### src/rtl/kernel_loader.sv
// kernel_loader: packs GROUP_NB narrow kernel coefficients per wide word and writes cfg_len words to kernel memory.
// Optional build macro: KERNEL_LOADER_CHECKSUM_EN adds a chk_sum output (modulo sum of accepted coefficients).
module kernel_loader #(
    parameter int GROUP_NB   = 4,
    parameter int KER_WIDTH  = 16,
    parameter int MEM_AWIDTH = 8
) (
    input  logic                          clk,
    input  logic                          rst,
    input  logic [MEM_AWIDTH-1:0]         cfg_addr,
    input  logic [MEM_AWIDTH-1:0]         cfg_len,
    input  logic                          cfg_start,
    output logic                          cfg_busy,
    output logic                          cfg_done,
    input  logic [KER_WIDTH-1:0]          ker_data,
    input  logic                          ker_val,
    output logic                          ker_rdy,
    output logic [MEM_AWIDTH-1:0]         wr_addr,
    output logic                          wr_addr_set,
    output logic [GROUP_NB*KER_WIDTH-1:0] wr_data,
    output logic                          wr_data_val,
    input  logic                          wr_data_rdy
`ifdef KERNEL_LOADER_CHECKSUM_EN
    ,
    output logic [KER_WIDTH-1:0]          chk_sum
`endif
);
    localparam int LW = GROUP_NB > 1 ? $clog2(GROUP_NB) : 1;
    localparam int DW = GROUP_NB * KER_WIDTH;

    typedef enum logic [2:0] {IDLE, SET, PACK, PUSH, DONE} state_t;

    state_t                state_q, state_d;
    logic [MEM_AWIDTH-1:0] addr_q, addr_d;
    logic [MEM_AWIDTH-1:0] len_q, len_d;
    logic [LW-1:0]         lane_q, lane_d;
    logic [DW-1:0]         pack_q, pack_d;
    logic [DW-1:0]         data_q, data_d;
    logic                  ker_fire, wr_fire, last_lane;
`ifdef KERNEL_LOADER_CHECKSUM_EN
    logic [KER_WIDTH-1:0]  chk_q, chk_d;
    assign chk_sum = chk_q;
`endif

    assign cfg_busy    = state_q != IDLE;
    assign cfg_done    = state_q == DONE;
    assign ker_rdy     = state_q == PACK;
    assign wr_addr_set = state_q == SET;
    assign wr_data_val = state_q == PUSH;
    assign wr_addr     = addr_q;
    assign wr_data     = data_q;
    assign ker_fire    = ker_val & ker_rdy;
    assign wr_fire     = wr_data_val & wr_data_rdy;
    assign last_lane   = lane_q == LW'(GROUP_NB - 1);

    // Next-state logic: sequencing, lane packing, word hand-off and remaining-word count.
    always_comb begin
        state_d = state_q;
        addr_d  = addr_q;
        len_d   = len_q;
        lane_d  = lane_q;
        pack_d  = pack_q;
        data_d  = data_q;
`ifdef KERNEL_LOADER_CHECKSUM_EN
        chk_d   = chk_q;
`endif
        case (state_q)
            IDLE: if (cfg_start) begin
                len_d = cfg_len;
`ifdef KERNEL_LOADER_CHECKSUM_EN
                chk_d = '0;
`endif
                if (cfg_len == '0) begin
                    state_d = DONE;
                end else begin
                    addr_d  = cfg_addr;
                    state_d = SET;
                end
            end
            SET: begin
                lane_d  = '0;
                state_d = PACK;
            end
            PACK: if (ker_fire) begin
                for (int k = 0; k < GROUP_NB; k++)
                    if (lane_q == LW'(k)) pack_d[k*KER_WIDTH +: KER_WIDTH] = ker_data;
`ifdef KERNEL_LOADER_CHECKSUM_EN
                chk_d = chk_q + ker_data;
`endif
                lane_d = last_lane ? '0 : lane_q + LW'(1);
                if (last_lane) begin
                    data_d  = pack_d;
                    state_d = PUSH;
                end
            end
            PUSH: if (wr_fire) begin
                len_d   = len_q - MEM_AWIDTH'(1);
                state_d = len_q == MEM_AWIDTH'(1) ? DONE : PACK;
            end
            DONE: state_d = IDLE;
            default: state_d = IDLE;
        endcase
    end

    // State and datapath registers; reset discards any partial pack.
    always_ff @(posedge clk or posedge rst) begin
        if (rst) begin
            state_q <= IDLE;
            addr_q  <= '0;
            len_q   <= '0;
            lane_q  <= '0;
            pack_q  <= '0;
            data_q  <= '0;
`ifdef KERNEL_LOADER_CHECKSUM_EN
            chk_q   <= '0;
`endif
        end else begin
            state_q <= state_d;
            addr_q  <= addr_d;
            len_q   <= len_d;
            lane_q  <= lane_d;
            pack_q  <= pack_d;
            data_q  <= data_d;
`ifdef KERNEL_LOADER_CHECKSUM_EN
            chk_q   <= chk_d;
`endif
        end
    end
endmodule
### config.mk
export PLATFORM = sky130hd
export DESIGN_NAME = kernel_loader
export DESIGN_NICKNAME = d
export VERILOG_FILES = /design/src/rtl/kernel_loader.sv
export SDC_FILE = /design/constraint.sdc
export NUM_CORES = 1
export LEC_CHECK = 0
export BUFFER_PORTS_ARGS = -buffer_cell sky130_fd_sc_hd__buf_2
export CAP_MARGIN = 0
export CORE_MARGIN = 3
export CORE_UTILIZATION = 40
export DETAILED_ROUTE_END_ITERATION = 16
export SYNTH_ARGS = -nofsm -noshare
export SYNTH_HDL_FRONTEND = slang
export SYNTH_SLANG_ARGS = --single-unit
### constraint.sdc
create_clock -name clk -period 9.3 [get_ports clk]
set_input_delay 1.86 -clock clk [delete_from_list [all_inputs] [get_ports clk]]
set_output_delay 1.86 -clock clk [all_outputs]
set_load 0.02 [all_outputs]
==> summary.md <==
| Metric | Value |
|---|---|
| Seq/Total Area, Yosys | `57.7%` |
| Power per cell area | `367 nW/um2` |
| IO Port Bufs | `approximately 110` |
| Chip width | `126 um` |
| CP Buf/Inv Count | `1` |
| Detail Route Antenna Nets | `0` |
| Worst vdd ir | `158 uV` |
| First-pass GRT wire length | `21300 um` |
| Slew HR | `between 20% and 30%` |
| Max Fclk | `261 MHz` |
| CTS Hold Bufs | `0` |
| Cell taking the most area after synthesis | `dfrtp_1` |
| Starting Density | `~41%` |
| Worst endpoint required time | `9.53 ns` |
| Final hold vios | `0` |
| CTS buffer count | `17` |
| CTS root buf | `clkbuf_16` |
| Status | `completed` |
| Slew @ Worst Pin | `1.17 ns` |
| Yosys warns | `0` |
| Leak Pwr | `between 3 and 4 nW` |
| Area contributors post-synth | `dfrtp_1 (58%), mux2_2 (11%), mux2i_1 (8.3%)` |
| DR DRC count | `0` |
| Crit Path Category | `in2reg` |
| Reg2Reg Setup Slack | `~6.4 ns` |
| CP Capture Type | `register` |
| DR vias/cell | `5.05` |
| Worst-path clk slew | `about 0.05 ns` |
| Net Count, Synth | `549` |
| Tcrit/Tclk final | `approximately two fifths` |
| Placed Instances | `769` |
| GR Overflow Total | `0` |
| Post-cts resize count | `0` |
| CP peak stage delay | `0.90 ns` |
| Setup crit end | `wr_data[27]$_DFFE_PP0P_` |
| Primary FF master, synth | `dfrtp_1` |
| Met3 Usage GRT | `under 10%` |
| Worst Path Arrival | `4.07 ns` |
| Post-Route Utilization | `49.9%` |
| Mapped Avg Cell Area | `between 10 and 15 um2` |
| Critical R2R Capture | `wr_data[27]$_DFFE_PP0P_` |
| Reg2Reg Depth | `4` |
| GR Util met2 | `25.2%` |
| Top cell type's share of synthesized area | `57.7%` |
| Final min period | `approximately 3.8 ns` |
| Vias in the first global route | `4132` |
| Initial antenna violation count | `0` |
| CTS tree | `done` |
| Crit-path leading delay family | `simple AND/OR/NAND/NOR gates` |
| DR vias | `4038` |
| Register bit total from synthesis | `about 130` |
| Clock Skew | `0.00695 ns` |
| Iter 0 DRT Violations | `roughly 250` |
| Core footprint | `roughly 14000 um2` |
| Commonest non-fill, non-tap cell in the layout | `dfrtp_1` |
| RR Startpoint | `state_q[2]$_DFFE_PP0P_` |
| Layout cell share with drive strength beyond 1 | `about a third` |
| Layer with the highest usage | `met2` |
| Distinct cells, synth | `41` |
| # setup viols final | `0` |
| GPL Wtd Cong | `approximately 0.82` |
| Critical path cell sequence | `buf_2 -> nor4bb_2 -> nand2_4 -> nand2_1 -> o21ai_0` |
| Htree depth | `4` |
| DP HPWL | `~8500 um` |
| Worst path depth | `5` |
| Syn-to-layout area delta | `21.1%` |
| Overall Power | `2.56 mW` |
| Worst Setup SP | `ker_val` |
| Postcts setup bufs | `0` |
| Nets | `651` |
| Detailed Routing Iterations Pass 1 | `4` |
| Final setup TNS | `0 ns` |
| Crit path launch type | `primary input` |
| Post-synth EDFFs | `0` |
| Full die area | `between 15000 and 20000 um2` |
| Min-Delay Path Class | `reg2reg` |
| Commonest cells after routing, fill and taps aside | `dfrtp_1 (133), buf_2 (113), nand2_1 (108)` |
| Die H | `approximately 130 um` |
| Mapped cell area | `5770 um2` |
| Worst skew pair latency | `0.41 ns` |
| Routed WL per cell | `roughly 16 um` |
| Total GRT Usage | `between 15 and 20%` |
| # IOs | `114` |
| CTS sink count | `133` |
| Fin Hold WS | `~0.47 ns` |
| CP Max Fanout | `roughly 110` |
| Max-slew violations | `0` |
| Cells after synthesis | `506` |
| Met1 Usage GRT | `23.5%` |
| Slowest cell on crit path | `nor4bb_2` |
| Total routed wirelength | `12800 um` |
| Fill cell count | `around 1.3k` |
| Cell Count, Final, Fillers Out | `800` |
| Max Cap Viol | `0` |
| Async set or reset register ratio after synthesis | `100%` |
| Largest net degree at the start of global routing | `113` |
| Num rows | `43` |
| Clock buffer depth | `2` |
| RSZ-0062 raised after global routing | `no` |
| Ant. Diodes | `0` |
## how the worst min path moves through the flow
stage,from,endpoint,depth (start not counted)
2_1_floorplan,len_q[7]$_DFFE_PP0P_,len_q[7]$_DFFE_PP0P_,1
3_3_place_gp,wr_data[49]$_DFFE_PP0P_,wr_data[49]$_DFFE_PP0P_,2
3_5_place_dp,wr_data[55]$_DFFE_PP0P_,wr_data[55]$_DFFE_PP0P_,2
4_1_cts,wr_data[55]$_DFFE_PP0P_,wr_data[55]$_DFFE_PP0P_,2
5_1_grt,wr_data[50]$_DFFE_PP0P_,wr_data[50]$_DFFE_PP0P_,2
6_report,wr_data[12]$_DFFE_PP0P_,wr_data[12]$_DFFE_PP0P_,2
## state kept, by name, indices dropped and copies added (netlist names)
signal / cells
lane_q: 2
len_q: 8
pack_q: 48
state_q: 3
wr_addr: 8
wr_data: 64
## cells in the mapped netlist (2+ instances only)
cell type / n
and2_1: 2
o22ai_1: 2
a21oi_1: 6
o2bb2ai_1: 2
mux2_2: 54
nand3_1: 5
nand2_1: 109
nor4_1: 2
buf_1: 3
a22oi_1: 3
dfrtp_1: 133
o211ai_1: 2
ha_1: 6
nand2_2: 3
o31ai_1: 2
clkbuf_1: 9
mux2_1: 2
inv_1: 7
buf_6: 4
nor2_1: 10
buf_2: 15
nor3b_1: 2
mux2i_1: 48
or3_1: 2
nor3_1: 2
o21ai_0: 56
## stage by stage
step	setup slack, ns	area, um2
2_1_floorplan	3.89	5770
3_3_place_gp	5.23	6420
3_5_place_dp	5.03	6420
4_1_cts	5.45	6990
5_1_grt	5.14	6990
6_report	5.46	6990
## worst register-to-register path, cell delays in order (launching register included)
cell      delay, ns
dfrtp_1        0.51
nor4bb_2       0.96
nand2_4        0.74
nand2_1        0.37
o21ai_0        0.12
## where the power goes
part / total (mW) / internal (mW) / switching, mW / leakage, nW
Sequential: 0.988 / 0.842 / 0.146 / 1.64
Combinational: 0.935 / 0.391 / 0.544 / 1.49
Clock: 0.642 / 0.414 / 0.228 / 0.275
Total: 2.56 / 1.65 / 0.917 / 3.41
## layout make-up
type,count,area (um2),area share (%)
clock buffers,27,493,7.06
multi-input cells,334,2260,32.4
flip-flops and latches,133,3330,47.6
well taps,180,225,3.22
clock inverters,4,70.1,1.00
repair buffers,114,573,8.20
inverters,8,35.0,0.502
## metal layers
layer	vias up	wire (um)
met1	1968	6100
li1	1955	-
met4	0	192
met2	102	5760
met5	-	0
met3	13	764
## logic make-up after synthesis
logic type	synth area share (%)
and+or+nand+nor	10.6
DFF	57.7
muxes	19.3
AOI/OAI and AO/OA	7.81
buffers and inverters	3.38
adders and majority gates	1.30
(Power assumes the default switching activity.)
